$ cat src/rtl/btb_update.sv
// Branch-resolution unit: detects mispredicts on a two-slot resolve port, issues a
// one-cycle redirect, and queues BTB corrections in a coalescing write FIFO.
module btb_update #(
    parameter int DEPTH = 4
) (
    input  logic        clk,
    input  logic        rst_n,
    input  logic        validA,
    input  logic        validB,
    input  logic [15:0] PCA,
    input  logic [15:0] PCB,
    input  logic        predTakenA,
    input  logic        predTakenB,
    input  logic [15:0] predTargetA,
    input  logic [15:0] predTargetB,
    input  logic        takenA,
    input  logic        takenB,
    input  logic [15:0] actTargetA,
    input  logic [15:0] actTargetB,
    input  logic        flushDone,
    input  logic        wrReady,
    output logic        redirect,
    output logic [15:0] redirectPC,
    output logic        WE,
    output logic [15:0] PCW,
    output logic [15:0] targetW,
    output logic [15:0] mispredCount,
    output logic [7:0]  dropCount
);

    localparam int AW = $clog2(DEPTH);
    localparam logic [AW:0] FULL_CNT = (AW + 1)'(DEPTH);

    typedef enum logic {
        NORMAL = 1'b0,
        FLUSH  = 1'b1
    } state_t;

    state_t      r_state;
    state_t      w_state_nxt;

    logic [15:0] r_mem_pc  [DEPTH];
    logic [15:0] r_mem_tgt [DEPTH];
    logic [AW-1:0] r_wr_ptr;
    logic [AW-1:0] r_rd_ptr;
    logic [AW:0]   r_count;

    logic        r_redirect;
    logic [15:0] r_redirect_pc;
    logic [15:0] r_mispred_cnt;
    logic [7:0]  r_drop_cnt;

    logic [15:0] w_pred_next_a, w_act_next_a;
    logic [15:0] w_pred_next_b, w_act_next_b;
    logic        w_misp_a, w_misp_b, w_misp;
    logic [15:0] w_new_pc, w_new_tgt;
    logic        w_empty, w_full, w_pop;
    logic [AW-1:0] w_tail_ptr;
    logic        w_coalesce, w_push, w_drop;

    assign w_pred_next_a = predTakenA ? predTargetA : PCA + 16'd2;
    assign w_act_next_a  = takenA     ? actTargetA  : PCA + 16'd2;
    assign w_pred_next_b = predTakenB ? predTargetB : PCB + 16'd2;
    assign w_act_next_b  = takenB     ? actTargetB  : PCB + 16'd2;

    // Slot B is wrong-path whenever slot A mispredicts, so it is masked off.
    assign w_misp_a = validA && (r_state == NORMAL) && (w_pred_next_a != w_act_next_a);
    assign w_misp_b = validB && (r_state == NORMAL) && !w_misp_a && (w_pred_next_b != w_act_next_b);
    assign w_misp   = w_misp_a || w_misp_b;

    assign w_new_pc  = w_misp_a ? PCA : PCB;
    assign w_new_tgt = w_misp_a ? w_act_next_a : w_act_next_b;

    assign w_empty    = (r_count == '0);
    assign w_full     = (r_count == FULL_CNT);
    assign w_pop      = !w_empty && wrReady;
    assign w_tail_ptr = r_wr_ptr - AW'(1);

    // A lone entry leaving this cycle cannot absorb the new update; it enqueues instead.
    assign w_coalesce = w_misp && !w_empty && (r_mem_pc[w_tail_ptr] == w_new_pc)
                        && !(w_pop && (r_count == (AW + 1)'(1)));
    assign w_push     = w_misp && !w_coalesce && (!w_full || w_pop);
    assign w_drop     = w_misp && !w_coalesce && w_full && !w_pop;

    always_comb begin
        w_state_nxt = r_state;
        case (r_state)
            NORMAL:  if (w_misp)    w_state_nxt = FLUSH;
            FLUSH:   if (flushDone) w_state_nxt = NORMAL;
            default: w_state_nxt = NORMAL;
        endcase
    end

    always_ff @(posedge clk or negedge rst_n) begin
        if (!rst_n) r_state <= NORMAL;
        else        r_state <= w_state_nxt;
    end

    always_ff @(posedge clk or negedge rst_n) begin
        if (!rst_n) begin
            r_redirect    <= 1'b0;
            r_redirect_pc <= '0;
            r_wr_ptr      <= '0;
            r_rd_ptr      <= '0;
            r_count       <= '0;
            r_mispred_cnt <= '0;
            r_drop_cnt    <= '0;
        end else begin
            r_redirect    <= w_misp;
            r_redirect_pc <= w_misp ? w_new_tgt : '0;
            if (w_misp)
                r_mispred_cnt <= r_mispred_cnt + 16'd1;
            if (w_drop && (r_drop_cnt != 8'hFF))
                r_drop_cnt <= r_drop_cnt + 8'd1;
            if (w_push)
                r_wr_ptr <= r_wr_ptr + AW'(1);
            if (w_pop)
                r_rd_ptr <= r_rd_ptr + AW'(1);
            case ({w_push, w_pop})
                2'b10:   r_count <= r_count + (AW + 1)'(1);
                2'b01:   r_count <= r_count - (AW + 1)'(1);
                default: r_count <= r_count;
            endcase
        end
    end

    always_ff @(posedge clk) begin
        if (w_push) begin
            r_mem_pc[r_wr_ptr]  <= w_new_pc;
            r_mem_tgt[r_wr_ptr] <= w_new_tgt;
        end
        if (w_coalesce)
            r_mem_tgt[w_tail_ptr] <= w_new_tgt;
    end

    assign redirect     = r_redirect;
    assign redirectPC   = r_redirect_pc;
    assign WE           = w_pop;
    assign PCW          = w_empty ? '0 : r_mem_pc[r_rd_ptr];
    assign targetW      = w_empty ? '0 : r_mem_tgt[r_rd_ptr];
    assign mispredCount = r_mispred_cnt;
    assign dropCount    = r_drop_cnt;

endmodule

$ cat config.mk
export PLATFORM = sky130hd
export DESIGN_NAME = btb_update
export DESIGN_NICKNAME = d
export VERILOG_FILES = /design/src/rtl/btb_update.sv
export SDC_FILE = /design/constraint.sdc
export NUM_CORES = 1
export LEC_CHECK = 0
export ABC_AREA = 1
export CAP_MARGIN = 20
export CORE_AREA = 2 2 168 170
export CTS_CLUSTER_DIAMETER = 60
export DETAILED_ROUTE_END_ITERATION = 6
export DIE_AREA = 0 0 170 172
export PLACE_DENSITY = 0.6
export SLEW_MARGIN = 30
export SYNTH_ARGS = -nofsm -noshare
export SYNTH_HDL_FRONTEND = slang
export SYNTH_SLANG_ARGS = --single-unit
export TNS_END_PERCENT = 100
$ cat constraint.sdc
create_clock -name clk -period 5.47 [get_ports clk]
set_input_delay 0.8205 -clock clk [delete_from_list [all_inputs] [get_ports clk]]
set_output_delay 0.8205 -clock clk [all_outputs]
set_load 0.01 [all_outputs]
### After elaboration in Yosys (flattened, before gate mapping)

Memories as Yosys holds them, arrays and structs flattened.
Index checks and enable logic that the tools add are counted.

| word-level totals | value |
|---|---|
| bits in registers | 49 |
| RAM bits | 128 |
| input port bits | 106 |
| output and inout bits | 74 |
| memories | 2 |

| cells by class | value |
|---|---|
| add/sub/neg operators | 9 |
| equal/unequal tests | 8 |
| multiplexer cells | 20 |
| bitwise gates (word level) | 1 |
| reductions and logical operators | 26 |

Memories:

| name | words | width | rd ports | clocked after Yosys merged registers in | write ports | line | source |
|---|---|---|---|---|---|---|---|
| r_mem_pc | 4 | 16 | 2 | 0 | 1 | 42 | `logic [15:0] r_mem_pc [DEPTH];` |
| r_mem_tgt | 4 | 16 | 1 | 0 | 1 | 43 | `logic [15:0] r_mem_tgt [DEPTH];` |

Operators by type and width:

| operator | number |
|---|---|
| 16-bit 2-to-1 mux | 10 |
| 16-bit by 2-bit adder with 16-bit output, second input constant | 2 |
| 16-bit inequality test | 2 |
| 16-bit by 1-bit adder with 16-bit output, second input constant | 1 |
| 16-bit equality test | 1 |
| 16-bit OR reduction | 1 |
| 1-bit logical AND | 15 |
| 8-bit by 1-bit adder with 8-bit output, second input constant | 1 |
| 8-bit inequality test, second input constant | 1 |
| 1-bit 2-to-1 mux | 7 |
| 1-bit logical NOT | 6 |
| 3-bit one-hot mux with 2 select lines | 1 |
| 2-bit by 1-bit adder with 2-bit output, second input constant | 2 |
| 3-bit by 1-bit adder with 3-bit output, second input constant | 1 |
| 3-bit by 1-bit equality test with 1-bit output, second input constant | 1 |
| 3-bit equality test, second input constant | 1 |
| 3-bit logical NOT | 1 |
| 3-bit by 1-bit subtractor with 3-bit output, second input constant | 1 |
| 2-bit by 1-bit equality test with 1-bit output, second input constant | 1 |
| 2-bit equality test, second input constant | 1 |
| 1-bit logical OR | 2 |
| 2-bit 2-to-1 mux | 1 |
| 1-bit one-hot mux with 2 select lines | 1 |
| 2-bit nonzero test | 1 |
| other kinds (2) | 2 |

### Logic depth before layout (Yosys ltp)

Gate-level depths: netlist of run 1.

| depth | value |
|---|---|
| depth in word-level cells | 17 |
| depth in mapped cells | 29 |

### Worst setup path before layout of run 1

No wires, ideal clock.

| timing | value |
|---|---|
| path kind | input -> register |
| from | input port PCA[1] |
| to | memory r_mem_tgt[0][0], enable pin |
| library setup time | 388 ps |
| data arrival time | 3,817 ps |
| required time | 5,082 ps |
| path slack | 1,264 ps |
| stages on the path | 25 |
| cell sequence | ha_1 -> nand2_1 -> nor2_4 -> nand2_1 -> nand3_1 -> nand2_1 -> nand2_1 -> nand3_1 -> nor2_1 -> nand2_1 -> nor2_1 -> nand3_2 -> nand2_2 -> buf_6 -> buf_6 -> nand2_1 -> nand3_1 -> nand2_1 -> nor2_1 -> nand2_1 -> nor2_2 -> nand3_2 -> xor2_1 -> inv_1 -> nor2_1 |

| between the ends | value |
|---|---|
| cells in the longest elaborated chain, start to end | 17 |

RTL lines:

| element | line | source |
|---|---|---|
| start: declaration | 10 | `input logic [15:0] PCA,` |
| branches (longest 17 deep; another with 16-bit by 2-bit adder with 16-bit output) | - |  |
| end: declaration | 43 |  |

Several ways; the timed one is not identified.

### Worst setup path after layout of run 1

| timing | value |
|---|---|
| from | input port PCA[1] |
| to | memory r_mem_tgt[0][9], enable pin |

RTL lines:

| element | line | source |
|---|---|---|
| 16-bit by 2-bit adder with 16-bit output * | 61, 62 |  |
| 16-bit 2-to-1 mux (on tied branches) | 61, 62 |  |
| 16-bit inequality test * | 67 | `assign w_misp_a = validA && (r_state == NORMAL) && (w_pred_next_a != w_act_next_a);` |
| 1-bit logical AND * | 67 |  |
| 16-bit 2-to-1 mux * | 71 | `assign w_new_pc = w_misp_a ? PCA : PCB;` |
| named net w_new_pc[8] | 56 | `logic [15:0] w_new_pc, w_new_tgt;` |
| 16-bit equality test * | 80 | `assign w_coalesce = w_misp && !w_empty && (r_mem_pc[w_tail_ptr] == w_new_pc)` |
| 1-bit logical AND * | 80 |  |
| 1-bit logical AND * | 81 | `&& !(w_pop && (r_count == (AW + 1)'(1)));` |
| branches (longest 6 deep; another with 16-bit OR reduction) | - |  |

Mark *: on every way through the listed nets, which the timed path passes.

==> results of run 1 <==
-- final cells by class --
type                            count  area (µm²)  share of cell area [%]
Sequential cell                   177        5071                   37.09
Clock inverter                     13       137.6                   1.007
Tap cell                          346       432.9                   3.166
Timing Repair Buffer              208        2067                   15.12
Multi-Input combinational cell   1042        4991                   36.50
Clock buffer                       19       432.9                   3.166
Inverter                          144       540.5                   3.953
-- sequential cells by signal, summed over array words and instances (netlist names) --
register,count
r_mem_pc,64
r_mem_tgt,64
mispredCount,16
redirectPC,16
dropCount,8
r_count,3
r_rd_ptr,2
r_wr_ptr,2
r_state,1
redirect,1
-- cells by family after synthesis --
logic type                 count (synthesis)
and+or+nand+nor                          788
buffers and inverters                    206
AOI/OAI and AO/OA                        199
DFF                                      177
xor gates and xnor gates                  43
adders and majority gates                 12
-- cells in the mapped netlist, types with 2 or more instances --
library cell	count	area, µm²
nor4_1	2	12.51
nor2_1	187	701.9
clkbuf_1	40	150.1
nand2_2	6	37.54
nor3_1	8	40.04
nand2_1	395	1483
xor2_1	22	192.7
nor2_2	4	25.02
o211ai_1	17	127.6
o21ai_2	3	26.28
dfrtp_1	49	1226
a32oi_1	11	96.34
buf_6	3	33.78
nor2_4	4	45.04
a31oi_1	2	12.51
nand3_1	128	640.6
or2_2	23	143.9
buf_2	5	25.02
o21ai_0	105	525.5
inv_1	137	514.2
buf_1	12	45.04
nor2b_1	2	12.51
o22ai_1	4	25.02
o21ai_1	5	25.02
nand4_1	19	118.9
a21boi_0	2	15.01
buf_4	2	15.01
nand3b_1	4	30.03
inv_2	6	22.52
nand3_2	2	20.02
xnor2_1	21	183.9
ha_1	12	150.1
a21oi_1	47	235.2
edfxtp_1	128	3844
-- per-layer routing --
metal | wire [µm] | part of all wire [%]
met4 | 1128 | 3.3
met3 | 2236 | 6.5
met5 | 0 | 0
met2 | 15840 | 46
met1 | 15070 | 44
-- path summary, 6_finish.rpt --
path                                        from          endpoint  slack, ns
min in group asynchronous                  rst_n  mispredCount[13]       0.50
max in group asynchronous                  rst_n       r_rd_ptr[0]       4.48
worst max-delay path                      PCA[1]   r_mem_tgt[0][9]       0.68
worst min register to register  mispredCount[15]  mispredCount[15]       0.47
worst max register to register       r_wr_ptr[0]   r_mem_tgt[0][9]       1.44
worst min-delay path            mispredCount[15]  mispredCount[15]       0.47
-- worst reg2reg max path, cell delays in order, from the launching register on --
cell     delay [ns]
dfrtp_1        0.32
buf_4          0.43
inv_1          0.12
ha_1           0.44
inv_2          0.45
a21oi_1        0.11
a32oi_1        0.40
inv_1          0.08
nand3_1        0.09
nand4_1        0.13
nor2_1         0.16
nand3_2        0.22
xor2_1         0.29
inv_1          0.09
nor2_1         0.12
buf_4          0.26
-- power by group through the flow --
stage | clock network, mW | registers, mW | logic [mW]
after floorplan | 0 | 1.96 | 1.79
after global placement | 0 | 2.00 | 3.10
after detailed placement | 0 | 2.01 | 3.13
after CTS | 1.21 | 1.98 | 3.13
after global routing | 1.27 | 2.02 | 3.45
final | 1.19 | 1.99 | 3.12
-- placed cells by master (no fill, tap or decap), types with 3 or more instances in the layout --
cell type,n
o22ai_1,4
or2_2,23
o21ai_0,102
edfxtp_1,128
xnor2_1,21
nor2_4,4
a21oi_1,47
inv_2,6
nand2_1,395
a32oi_1,11
inv_6,4
nand4_1,19
dfrtp_1,48
clkdlybuf4s50_1,178
xor2_1,22
nor2_1,186
nand3_1,128
buf_12,5
nor3_1,8
nand3b_1,4
ha_1,12
nor2_2,5
o21ai_1,8
o21ai_2,3
inv_1,136
inv_8,4
o211ai_1,17
buf_4,24
nand2_2,6
clkbuf_16,17
==> flow_summary_export.csv, run 1 <==
group,metric,value,unit
outcome,run_status,"finished clean",
synthesis,ys_seq_area_share,46.65,%
critical_path,cp_data_arrival_time,4.91,ns
grt,grt.met1_usage,31.30,%
pwr,p_sw,2.654,mW
critical_path,path_common_cell,"nand2_1",
grt,antenna_found_initial,0,
min_path,hp-class,"flip-flop to flip-flop",
finish,drive_above_1_share,7.049,%
critical_path,crit_path_start_kind,"input pin",
clock_tree,cts-buffers-inserted,17,
clock_tree,cts.sinks,177,
finish,areaGrowthSynthToFinish,25.81,%
synthesis,ys_dominant_reg_cell,"edfxtp_1",
sta,min_period_over_period,87.54,%
floorplanning,die_h,172,µm
critical_path,max_stage_delay,0.65,ns
sta,fin_crit,4.788,ns
grt,grt.overflow.total,0,
clock_tree,clk_latency,0.44,ns
synthesis,yosys.area_share.simple,30.79,%
synthesis,syn-num-nets,1543,
sta,relSlewSlack,29.83,%
synthesis,synth_compound_area_share,10.27,%
sta,tns,0,ns
pwr,power_frac_seq,31.5,%
synthesis,synth_adder_area_share,1.382,%
finish,final_util,49.76,%
floorplanning,core_area,27480,µm²
sta,setup_ws,0.6817,ns
pwr,clkPwrFrac,18.9,%
grt,grt_pass1_wl,52.92,mm
pwr,powerDensity,460.2,nW/µm²
detailed_routing,wire_per_inst,17.58,µm
floorplanning,start_util,39.55,%
finish,fin_cells,1949,
sta,setup_viol,0,
sta,rsz0062_at_grt,"no",
detailed_routing,routed_via_density,5.240,
critical_path,path_class,"input pin to flip-flop",
clock_tree,cts_tree,"done",
clock_tree,clockBufferDepth,2,
synthesis,synth.distinct_cells,42,
pwr,switching_share,42.18,%
placement,dpl-instance-area,13100,µm²
grt,met2_usage,39.04,%
synthesis,synthXorXnorAreaFrac,3.465,%
run,maxCapViolations,0,
detailed_routing,drt_iter0_markers,965,
placement,dp.cells,1917,
critical_path,required,5.59,ns
clock_tree,cts-htree-levels,4,
placement,numPortBuffers,179,
detailed_routing,drt_first_pass_iters,6,
clock_tree,hold_buffers,0,
min_path,hold_path_depth,1,
synthesis,avgSynthCellArea,7.627,µm²
critical_path,path_max_fanout,16,
detailed_routing,vias,10210,
synthesis,yosys_warnings,0,
sta,hold_violations,0,
critical_path,critical_path.top_delay_family,"simple AND/OR/NAND/NOR gates",
sta,worst_slew_pin_slew,1.042,ns
placement,gp_congestion,0.9881,
synthesis,synth_area,10870,µm²
grt,grt.total_usage,23.75,%
clock_tree,clk_pin_slew,0.07,ns
synthesis,synthMuxAreaShare,0,%
floorplanning,ioPinCount,180,
floorplanning,dieArea,29240,µm²
synthesis,async_flop_share,27.68,%
grt,grt_start_max_net_pins,50,
synthesis,synth_top_family_by_area,"simple AND/OR/NAND/NOR gates",
synthesis,netlist_instances,1425,
finish,nFillCells,2659,
critical_path,crit_cells,28,
placement,place_ws,0.2936,ns
sta,skew,0.01934,ns
clock_tree,cts_setup_buffers,0,
detailed_routing,drc,0,
detailed_routing,drt_wl_total,34.27,mm
grt,use_met3,4.120,%
pwr,peakVddDrop,242.3,µV
pwr,intPower,3.638,mW
sta,finalHoldWorstSlack,0.4692,ns
grt,busiest_layer,"met2",
sta,slew_viol_final,0,
synthesis,synth-seq-cells,177,
pwr,leakage,5.934,nW
finish,nets,1708,
clock_tree,cts-resized-gates,0,
critical_path,rr_worst_depth,15,
floorplanning,fp.dieW,170,µm
critical_path,cp.buffers_inverters,6,
placement,dp_hpwl,25.36,mm
floorplanning,rows,61,
critical_path,crit_slowest_cell,"clkdlybuf4s50_1",
pwr,p_total,6.293,mW
synthesis,synth_edf_count,128,
sta,fmax,208.8,MHz
clock_tree,cts_root_buffer,"clkbuf_16",
finish,n_antenna_cell,0,
pwr,p_comb_share,49.5,%
detailed_routing,ant_nets,0,
finish,fin_area,13670,µm²
critical_path,endpoint_kind,"flip-flop",
grt,first_global_vias,9813,
No activity file was read; power rests on OpenSTA's default activity.
==> inputs of run 2 (changes only) <==
- GPL_ROUTABILITY_DRIVEN: unset -> 0
- SETUP_SLACK_MARGIN: unset -> 0.3
==> flow_summary_export.csv, run 2 (same netlist as run 1, synthesis figures left out) <==
group,metric,value,unit
detailed_routing,wire_per_inst,17.43,µm
finish,drive_above_1_share,7.179,%
sta,fmax,210.5,MHz
finish,nets,1707,
detailed_routing,vias,10160,
detailed_routing,drt_iter0_markers,794,
critical_path,crit_path_start_kind,"input pin",
critical_path,path_common_cell,"nand2_1",
sta,slew_viol_final,0,
sta,setup_viol,0,
critical_path,path_max_fanout,47,
clock_tree,cts.sinks,177,
critical_path,endpoint_kind,"flip-flop",
finish,areaGrowthSynthToFinish,26.08,%
sta,hold_violations,0,
clock_tree,clk_pin_slew,0.08,ns
sta,min_period_over_period,86.86,%
critical_path,cp.buffers_inverters,6,
detailed_routing,drc,0,
critical_path,required,5.59,ns
finish,layout_common_cells,"nand2_1, nor2_1, clkdlybuf4s50_1",
grt,grt_pass1_wl,52.45,mm
critical_path,path_class,"input pin to flip-flop",
run,maxCapViolations,0,
critical_path,critical_path.top_delay_family,"simple AND/OR/NAND/NOR gates",
floorplanning,ioPinCount,180,
placement,dp_hpwl,25.01,mm
clock_tree,cts-htree-levels,4,
pwr,leakage,5.954,nW
clock_tree,clockBufferDepth,2,
sta,rsz0062_at_grt,"no",
clock_tree,cts_setup_buffers,0,
min_path,hp-class,"flip-flop to flip-flop",
sta,tns,0,ns
finish,final_common_cell,"nand2_1",
detailed_routing,drt_first_pass_iters,7,
clock_tree,cts-buffers-inserted,17,
clock_tree,cts-resized-gates,0,
sta,fin_crit,4.751,ns
sta,skew,0.01934,ns
finish,final_util,49.87,%
pwr,peakVddDrop,248.8,µV
clock_tree,hold_buffers,0,
critical_path,crit_slowest_cell,"clkdlybuf4s50_1",
finish,top_regs,"r_mem_pc x64, r_mem_tgt x64",
floorplanning,start_util,39.55,%
outcome,run_status,"finished clean",
finish,n_antenna_cell,0,
grt,first_global_vias,9664,
clock_tree,cts_root_buffer,"clkbuf_16",
grt,grt.total_usage,23.60,%
clock_tree,clk_latency,0.44,ns
sta,finalHoldWorstSlack,0.4768,ns
floorplanning,rows,61,
floorplanning,dieArea,29240,µm²
clock_tree,cts_tree,"done",
detailed_routing,routed_via_density,5.216,
placement,numPortBuffers,179,
detailed_routing,ant_nets,0,
critical_path,cp_data_arrival_time,4.87,ns
sta,worst_slew_pin_slew,1.027,ns
detailed_routing,drt_wl_total,33.96,mm
floorplanning,core_area,27480,µm²
grt,grt.overflow.total,0,
floorplanning,die_h,172,µm
grt,grt_start_max_net_pins,50,
pwr,powerDensity,464.2,nW/µm²
sta,relSlewSlack,30.80,%
grt,antenna_found_initial,0,
floorplanning,fp.dieW,170,µm
critical_path,max_stage_delay,0.66,ns
## run 2: cell count changes in the layout (fill, tap and decap cells not counted)
| cell | change |
|---|---|
| clkinv_4 | -1 |
| clkbuf_1 | -2 |
| inv_12 | +1 |
| inv_2 | +1 |
| clkinv_8 | +3 |
| bufinv_16 | +1 |
| inv_6 | -2 |
| o21ai_0 | +3 |
| o21ai_1 | -3 |
| clkinv_1 | -1 |
| buf_4 | +1 |
| buf_12 | -2 |
## run 2: area by class of cell
type / count / area [µm²]
clock buffer: 17 / 425.4
clock inverter: 15 / 206.4
tap: 346 / 432.9
timing repair buffer: 207 / 2034
fill: 2689 / 13770
sequential: 177 / 5071
multi-input combinational: 1042 / 4991
inverter: 144 / 540.5
## run 2: final timing paths
| path | startpoint | end | slack (ns) | cells past startpoint |
|---|---|---|---|---|
| setup reg to reg | r_wr_ptr[0] | r_mem_tgt[0][3] | 1.45 | 17 |
| min in group asynchronous | rst_n | mispredCount[13] | 0.49 | 2 |
| hold reg to reg | mispredCount[15] | mispredCount[15] | 0.48 | 1 |
| setup / recovery | PCA[2] | r_mem_tgt[0][3] | 0.72 | 28 |
| max in group asynchronous | rst_n | r_rd_ptr[0] | 4.50 | 2 |
| hold / removal | mispredCount[15] | mispredCount[15] | 0.48 | 1 |
## run 2: power breakdown
group / internal [mW] / total, mW / leakage (nW) / switching [mW]
combinational: 1.23 / 3.11 / 3.86 / 1.87
clock: 0.668 / 1.28 / 0.303 / 0.608
sequential: 1.78 / 1.98 / 1.79 / 0.195
## run 2: stage by stage
stage          instances  total power, mW  cell area, µm²  setup WS (ns)
5_1_grt             1948            6.812           13700         0.3218
3_3_place_gp        1916            5.070           13070         0.4061
3_5_place_dp        1916            5.118           13070         0.3229
6_report            1948            6.361           13700         0.7186
4_1_cts             1948            6.406           13700         0.7846
2_1_floorplan       1425            3.755           10870          1.264
## run 2: metal layers
layer	up-vias	wire length (µm)	track usage, %
li1	4997	-	-
met1	4696	14970	31.28
met2	403	15580	38.15
met3	64	2256	4.395
met4	0	1159	9.922
met5	-	0	0
==> inputs of run 3 (changes only) <==
- CAP_MARGIN: 20 -> 10
- CTS_BUF_LIST: unset -> sky130_fd_sc_hd__clkbuf_8
==> flow_summary_export.csv, run 3 (same netlist as run 1, synthesis figures left out) <==
group,metric,value,unit
outcome,run_status,"finished clean",
grt,grt.overflow.total,0,
detailed_routing,drt_wl_total,33.87,mm
critical_path,r2r_start,"r_wr_ptr[0]",
floorplanning,core_area,27480,µm²
sta,relSlewSlack,35.22,%
clock_tree,clk_pin_slew,0.11,ns
sta,min_period_over_period,85.77,%
critical_path,required,5.63,ns
critical_path,rr_endpoint,"r_mem_tgt[1][1]",
grt,antenna_found_initial,0,
critical_path,path_max_fanout,47,
detailed_routing,vias,10240,
finish,final_common_cell,"nand2_1",
critical_path,crit_end,"r_mem_tgt[1][1]",
sta,slew_viol_final,0,
grt,grt_start_max_net_pins,50,
placement,dp_hpwl,25.01,mm
pwr,clkPwrFrac,16.0,%
finish,n_antenna_cell,0,
floorplanning,dieArea,29240,µm²
critical_path,rrSetupSlack,1.45,ns
finish,fin_cells,1948,
placement,dp.cells,1916,
pwr,p_comb_share,51.3,%
critical_path,critical_path.top_delay_family,"simple AND/OR/NAND/NOR gates",
detailed_routing,routed_via_density,5.258,
critical_path,crit_cells,28,
critical_path,rr_worst_depth,17,
grt,grt.total_usage,23.58,%
clock_tree,cts_root_buffer,"clkbuf_8",
clock_tree,clockBufferDepth,2,
critical_path,crit_path_start_kind,"input pin",
floorplanning,start_util,39.55,%
pwr,leakage,5.867,nW
finish,layout_common_cells,"nand2_1, nor2_1, clkdlybuf4s50_1",
clock_tree,cts-resized-gates,0,
grt,grt_pass1_wl,52.40,mm
sta,finalHoldWorstSlack,0.4272,ns
clock_tree,cts_setup_buffers,0,
finish,drive_above_1_share,7.179,%
clock_tree,cts-buffers-inserted,17,
critical_path,path_common_cell,"nand2_1",
pwr,power_frac_seq,32.7,%
run,maxCapViolations,0,
detailed_routing,drt_first_pass_iters,6,
floorplanning,fp.dieW,170,µm
finish,areaGrowthSynthToFinish,24.32,%
clock_tree,cts_tree,"done",
detailed_routing,ant_nets,0,
floorplanning,rows,61,
sta,worst_slew_pin_slew,0.9616,ns
critical_path,path_class,"input pin to flip-flop",
pwr,intPower,3.413,mW
clock_tree,cts-htree-levels,4,
clock_tree,cts.sinks,177,
finish,top_regs,"r_mem_pc x64, r_mem_tgt x64",
pwr,powerDensity,447.9,nW/µm²
pwr,p_total,6.051,mW
pwr,p_sw,2.638,mW
critical_path,cp.buffers_inverters,5,
sta,hold_violations,0,
critical_path,max_stage_delay,0.64,ns
min_path,hp-class,"input pin to async pin",
grt,first_global_vias,9625,
pwr,switching_share,43.59,%
sta,skew,0.03470,ns
pwr,peakVddDrop,211.9,µV
floorplanning,ioPinCount,180,
clock_tree,clk_latency,0.49,ns
sta,setup_viol,0,
critical_path,endpoint_kind,"flip-flop",
detailed_routing,drt_iter0_markers,787,
detailed_routing,wire_per_inst,17.39,µm
critical_path,cp_data_arrival_time,4.85,ns
critical_path,startpoint,"PCA[2]",
floorplanning,die_h,172,µm
clock_tree,hold_buffers,0,
critical_path,crit_slowest_cell,"clkdlybuf4s50_1",
sta,tns,0,ns
detailed_routing,drc,0,
sta,fin_crit,4.692,ns
finish,nets,1707,
sta,fmax,213.1,MHz
sta,rsz0062_at_grt,"no",
placement,numPortBuffers,179,
run 3: cell type report:
cell class | count | area [µm²]
clock buffers | 17 | 234.0
clock inverters | 15 | 206.4
fillers | 2723 | 13970
inverters | 144 | 540.5
multi-input cells | 1042 | 4991
flip-flops and latches | 177 | 5071
well taps | 346 | 432.9
repair buffers | 207 | 2034
run 3: worst min-delay path by stage:
stage	startpoint	end	cells past startpoint	slack [ns]
3_3_place_gp	mispredCount[15]	mispredCount[15]	1	0.46
3_5_place_dp	mispredCount[15]	mispredCount[15]	1	0.47
5_1_grt	rst_n	mispredCount[12]	2	0.47
4_1_cts	rst_n	redirectPC[3]	2	0.44
2_1_floorplan	r_count[1]	r_count[1]	2	0.50
6_report	rst_n	mispredCount[13]	2	0.43
run 3: stage by stage:
stage / utilization, % / cell area [µm²] / setup slack [ns]
after global routing: 49.17 / 13510 / 0.3835
after global placement: 47.57 / 13070 / 0.4061
after floorplan: - / 10870 / 1.264
after CTS: 49.17 / 13510 / 0.8492
after detailed placement: 47.57 / 13070 / 0.3229
final: 49.17 / 13510 / 0.7784
run 3: layer usage:
layer	vias up	GRT usage [%]	wire, µm	share of wire [%]
met5	-	0	0	0
met4	0	9.402	1092	3.2
met3	62	4.715	2214	6.5
met2	394	38.17	15610	46
met1	4787	31.19	14950	44
li1	4999	-	-	-
run 3: power by group through the flow:
stage	combinational [mW]	clock, mW	sequential (mW)
CTS	3.12	0.993	1.98
global placement	3.07	0	2.00
global route	3.45	1.04	2.01
detailed placement	3.11	0	2.01
floorplan	1.79	0	1.96
finish	3.11	0.968	1.98
==> edit 1, RTL diff (settings of run 1) <==
Set the parameter `DEPTH` to 2 (it was 4).
--- a/src/rtl/btb_update.sv
+++ b/src/rtl/btb_update.sv
@@ -1,7 +1,7 @@
 // Branch-resolution unit: detects mispredicts on a two-slot resolve port, issues a
 // one-cycle redirect, and queues BTB corrections in a coalescing write FIFO.
 module btb_update #(
-    parameter int DEPTH = 4
+    parameter int DEPTH = 2
 ) (
     input  logic        clk,
     input  logic        rst_n,
Check against the original RTL: not equivalent (Yosys sat finds a counterexample within 10 cycles, from zero or initial values and one cycle with rst_n low).
==> edit 1 against run 1 <==
- register-to-register slack better by 0.34 ns
- worst setup slack worse by 0.15 ns
- hold slack better by 0.0046 ns
- sequential cell count is 67 lower
- non-clock buffer count is 11 lower
- wire length is 21% lower
- total power is 41% lower
- area after synthesis is 28% lower
- design area is 25% lower
- critical endpoint is now r_mem_tgt[1][5]
- combinational power is 42% lower
- die area stayed put
- clock skew is 0.0077 ns lower
- sequential share of layout area is 7.1 points lower
==> edit 1: results <==
{
  "grt_pass1_wl_mm": 40.98,
  "antenna_found_initial": 1,
  "placed_cells": 1604,
  "wl_met3_mm": 1.979,
  "cts.htree.levels": 3,
  "drive_above_1_share_pct": 9.576,
  "reg2regPathDepth": 13,
  "wl_per_cell_um": 16.70,
  "p_leak_uw": 0.004638,
  "crit_path_max_fanout": 33,
  "status": "complete, no violations",
  "worstMarginPinSlew_ns": 0.7693,
  "cp-startpoint": "PCA[2]",
  "r2r_slack_ns": 1.78,
  "synthArstFlopShare_pct": 41.82,
  "cp.arrival_ns": 4.93,
  "path_delay_family": "simple AND/OR/NAND/NOR gates",
  "synth.area.top_cells": "edfxtp_1, nand2_1, dfrtp_1, nand3_1, inv_1",
  "post-place-ws_ns": 0.2077,
  "synth_seq_area_share_pct": 39.18,
  "drt_pass1_iterations": 7,
  "use_met2_pct": 29.96,
  "grt_use_met3_pct": 3.159,
  "cts_buffers": 9,
  "syn_nets": 1213,
  "viasPerCell": 4.794,
  "wl_met2_mm": 12.23,
  "endpoint": "r_mem_tgt[1][5]",
  "p_int_uw": 2201,
  "netlist_top_cells_count": "nand2_1, nand3_1, inv_1, nor2_1, edfxtp_1",
  "combPwrFrac_pct": 49.1,
  "slowest_delay_ns": 0.62,
  "grtUsageMet1_pct": 24.84,
  "grt.total_usage_pct": 18.47,
  "switching_power_uw": 1482,
  "vias": 7766,
  "synth-edff-count": 64,
  "synthCells": 1100,
  "wirelength_met1_mm": 12.00,
  "nNetsFinal": 1382,
  "peakVddDrop_uv": 198.6,
  "top_layer": "met5",
  "powerSeq_uw": 1240,
  "clock_latency_ns": 0.36,
  "first_iter_violations": 703,
  "grt_pass1_vias": 7471,
  "cts_root_buf": "clkbuf_16",
  "hpwl_mm": 21.66,
  "multi_input_area_um2": 4136,
  "reg2reg_from": "r_wr_ptr",
  "reg_top3": "r_mem_pc: 32 flops, r_mem_tgt: 32 flops"
}
## edit 1: cell types whose count changed after synthesis, sizes merged, moves of 9 or more
cell / before / now
or2: 23 / 32
nor2: 195 / 76
a21oi: 47 / 35
o21ai: 113 / 68
nand2: 402 / 411
a32oi: 11 / 0
clkbuf: 40 / 23
edfxtp: 128 / 64
inv: 143 / 110
o211ai: 17 / 3
## edit 1: logic make-up (layout without fill, tap and decap cells)
group                    Yosys count  count (layout)  synth area share [%]
AND/OR/NAND/NOR                  675             675                 38.73
buffers and inverters            150             324                 8.087
AO/OA/AOI/OAI                    112             112                 7.689
flip-flops                       110             110                 39.18
XOR/XNOR                          42              42                 4.690
adder cells (fa/ha/maj)            7               7                 1.117
multiplexers                       4               4                0.5105
## edit 1: final cells by class
cell class / count / share of cell area (%)
timing repair buffer: 197 / 18.73
clock buffer: 11 / 2.269
multi-input combinational: 840 / 40.32
inverter: 111 / 4.086
tap: 346 / 4.220
sequential: 110 / 29.95
clock inverter: 5 / 0.4147
==> edit 2, RTL diff (flow settings as in run 1) <==
Made on the original files. Register the inputs `predTargetA`, `predTargetB`, `actTargetA` and `actTargetB` before use, with the module's reset. The logic sees them one clock later. The other inputs are not delayed to match.
--- a/src/rtl/btb_update.sv
+++ b/src/rtl/btb_update.sv
@@ -36,6 +36,25 @@
         FLUSH  = 1'b1
     } state_t;
 
+    logic [15:0] predTargetA_q;
+    logic [15:0] predTargetB_q;
+    logic [15:0] actTargetA_q;
+    logic [15:0] actTargetB_q;
+
+    always_ff @(posedge clk or negedge rst_n) begin
+        if (!rst_n) begin
+            predTargetA_q <= '0;
+            predTargetB_q <= '0;
+            actTargetA_q  <= '0;
+            actTargetB_q  <= '0;
+        end else begin
+            predTargetA_q <= predTargetA;
+            predTargetB_q <= predTargetB;
+            actTargetA_q  <= actTargetA;
+            actTargetB_q  <= actTargetB;
+        end
+    end
+
     state_t      r_state;
     state_t      w_state_nxt;
 
@@ -58,10 +77,10 @@
     logic [AW-1:0] w_tail_ptr;
     logic        w_coalesce, w_push, w_drop;
 
-    assign w_pred_next_a = predTakenA ? predTargetA : PCA + 16'd2;
-    assign w_act_next_a  = takenA     ? actTargetA  : PCA + 16'd2;
-    assign w_pred_next_b = predTakenB ? predTargetB : PCB + 16'd2;
-    assign w_act_next_b  = takenB     ? actTargetB  : PCB + 16'd2;
+    assign w_pred_next_a = predTakenA ? predTargetA_q : PCA + 16'd2;
+    assign w_act_next_a  = takenA     ? actTargetA_q : PCA + 16'd2;
+    assign w_pred_next_b = predTakenB ? predTargetB_q : PCB + 16'd2;
+    assign w_act_next_b  = takenB     ? actTargetB_q : PCB + 16'd2;
 
     // Slot B is wrong-path whenever slot A mispredicts, so it is masked off.
     assign w_misp_a = validA && (r_state == NORMAL) && (w_pred_next_a != w_act_next_a);
Behaviour: not the same (a bounded check fails within 4 cycles, from zero or initial values and one cycle with rst_n low).
==> edit 2 against run 1 <==
- clock power rose by 54%
- register-to-register slack improved by 0.41 ns
- sequential cell count rose by 64
- combinational power rose by 2%
- total power rose by 18%
- design area rose by 16%
- worst setup slack improved by 0.066 ns
- wire length rose by 5.7%
- area after synthesis rose by 16%
- critical path type unchanged
- highest routed layer is now met5
==> edit 2: results <==
{
  "status": "complete, no violations",
  "grt_max_degree": 82,
  "reg2regPathDepth": 16,
  "antenna_cells": 2,
  "skew_ns": 0.009384,
  "p_leak_uw": 0.007038,
  "seq-cell-share_pct": 42.23,
  "p_int_uw": 4654,
  "nNonClkBuffers": 224,
  "clock_buffers": 32,
  "ys_seq_elements": 241,
  "hpwl_mm": 26.86,
  "synthArstFlopShare_pct": 46.89,
  "placed_cells": 2033,
  "relSlewSlack_pct": 30.60,
  "slowest_delay_ns": 0.61,
  "r2r_end": "r_mem_tgt[2][10]",
  "first_iter_violations": 962,
  "gp_congestion": 0.9432,
  "multi_input_area_um2": 5090,
  "drive_above_1_share_pct": 8.127,
  "hold_ws_ns": 0.2633,
  "ys_types": 43,
  "num-nonclk-inverters": 150,
  "synth_seq_area_share_pct": 52.96,
  "cts_buffers": 26,
  "wl_mm": 36.23,
  "syn_nets": 1644,
  "endpoint": "r_mem_pc[3][10]",
  "cts.htree.levels": 1,
  "peakVddDrop_uv": 213.3,
  "reg2reg_from": "r_wr_ptr[1]",
  "nNetsFinal": 1833,
  "grt.total_usage_pct": 24.97,
  "syn_avg_cell_area_um2": 8.255,
  "grt_pass1_wl_mm": 56.19
}
-- edit 2: cell types whose count changed in the layout (fill, tap and decap cells not counted), sizes merged, moves of 4 or more --
| cell | run 1 | this run |
|---|---|---|
| xnor2 | 21 | 15 |
| nand3 | 130 | 124 |
| nand2 | 402 | 432 |
| clkinv | 6 | 11 |
| dfrtp | 49 | 113 |
| or2 | 23 | 29 |
| buf | 30 | 46 |
| bufinv | 0 | 4 |
| clkbuf | 19 | 32 |
-- edit 2: power by group through the flow --
stage                     logic [uW]  registers (uW)  clock network (uW)
after floorplan                 1790            2470                   0
after global placement          3130            2470                   0
after detailed placement        3170            2480                   0
after CTS                       3180            2440                1860
after global routing            3510            2480                1950
final                           3170            2450                1830
-- edit 2: metal layers --
| layer | up-vias | global-route usage (%) | routed length, um |
|---|---|---|---|
| met5 | - | 0 | 13 |
| met4 | 2 | 5.946 | 718 |
| met3 | 48 | 4.807 | 2616 |
| met2 | 359 | 39.88 | 16440 |
| met1 | 5058 | 35.42 | 16440 |
| li1 | 5360 | - | - |
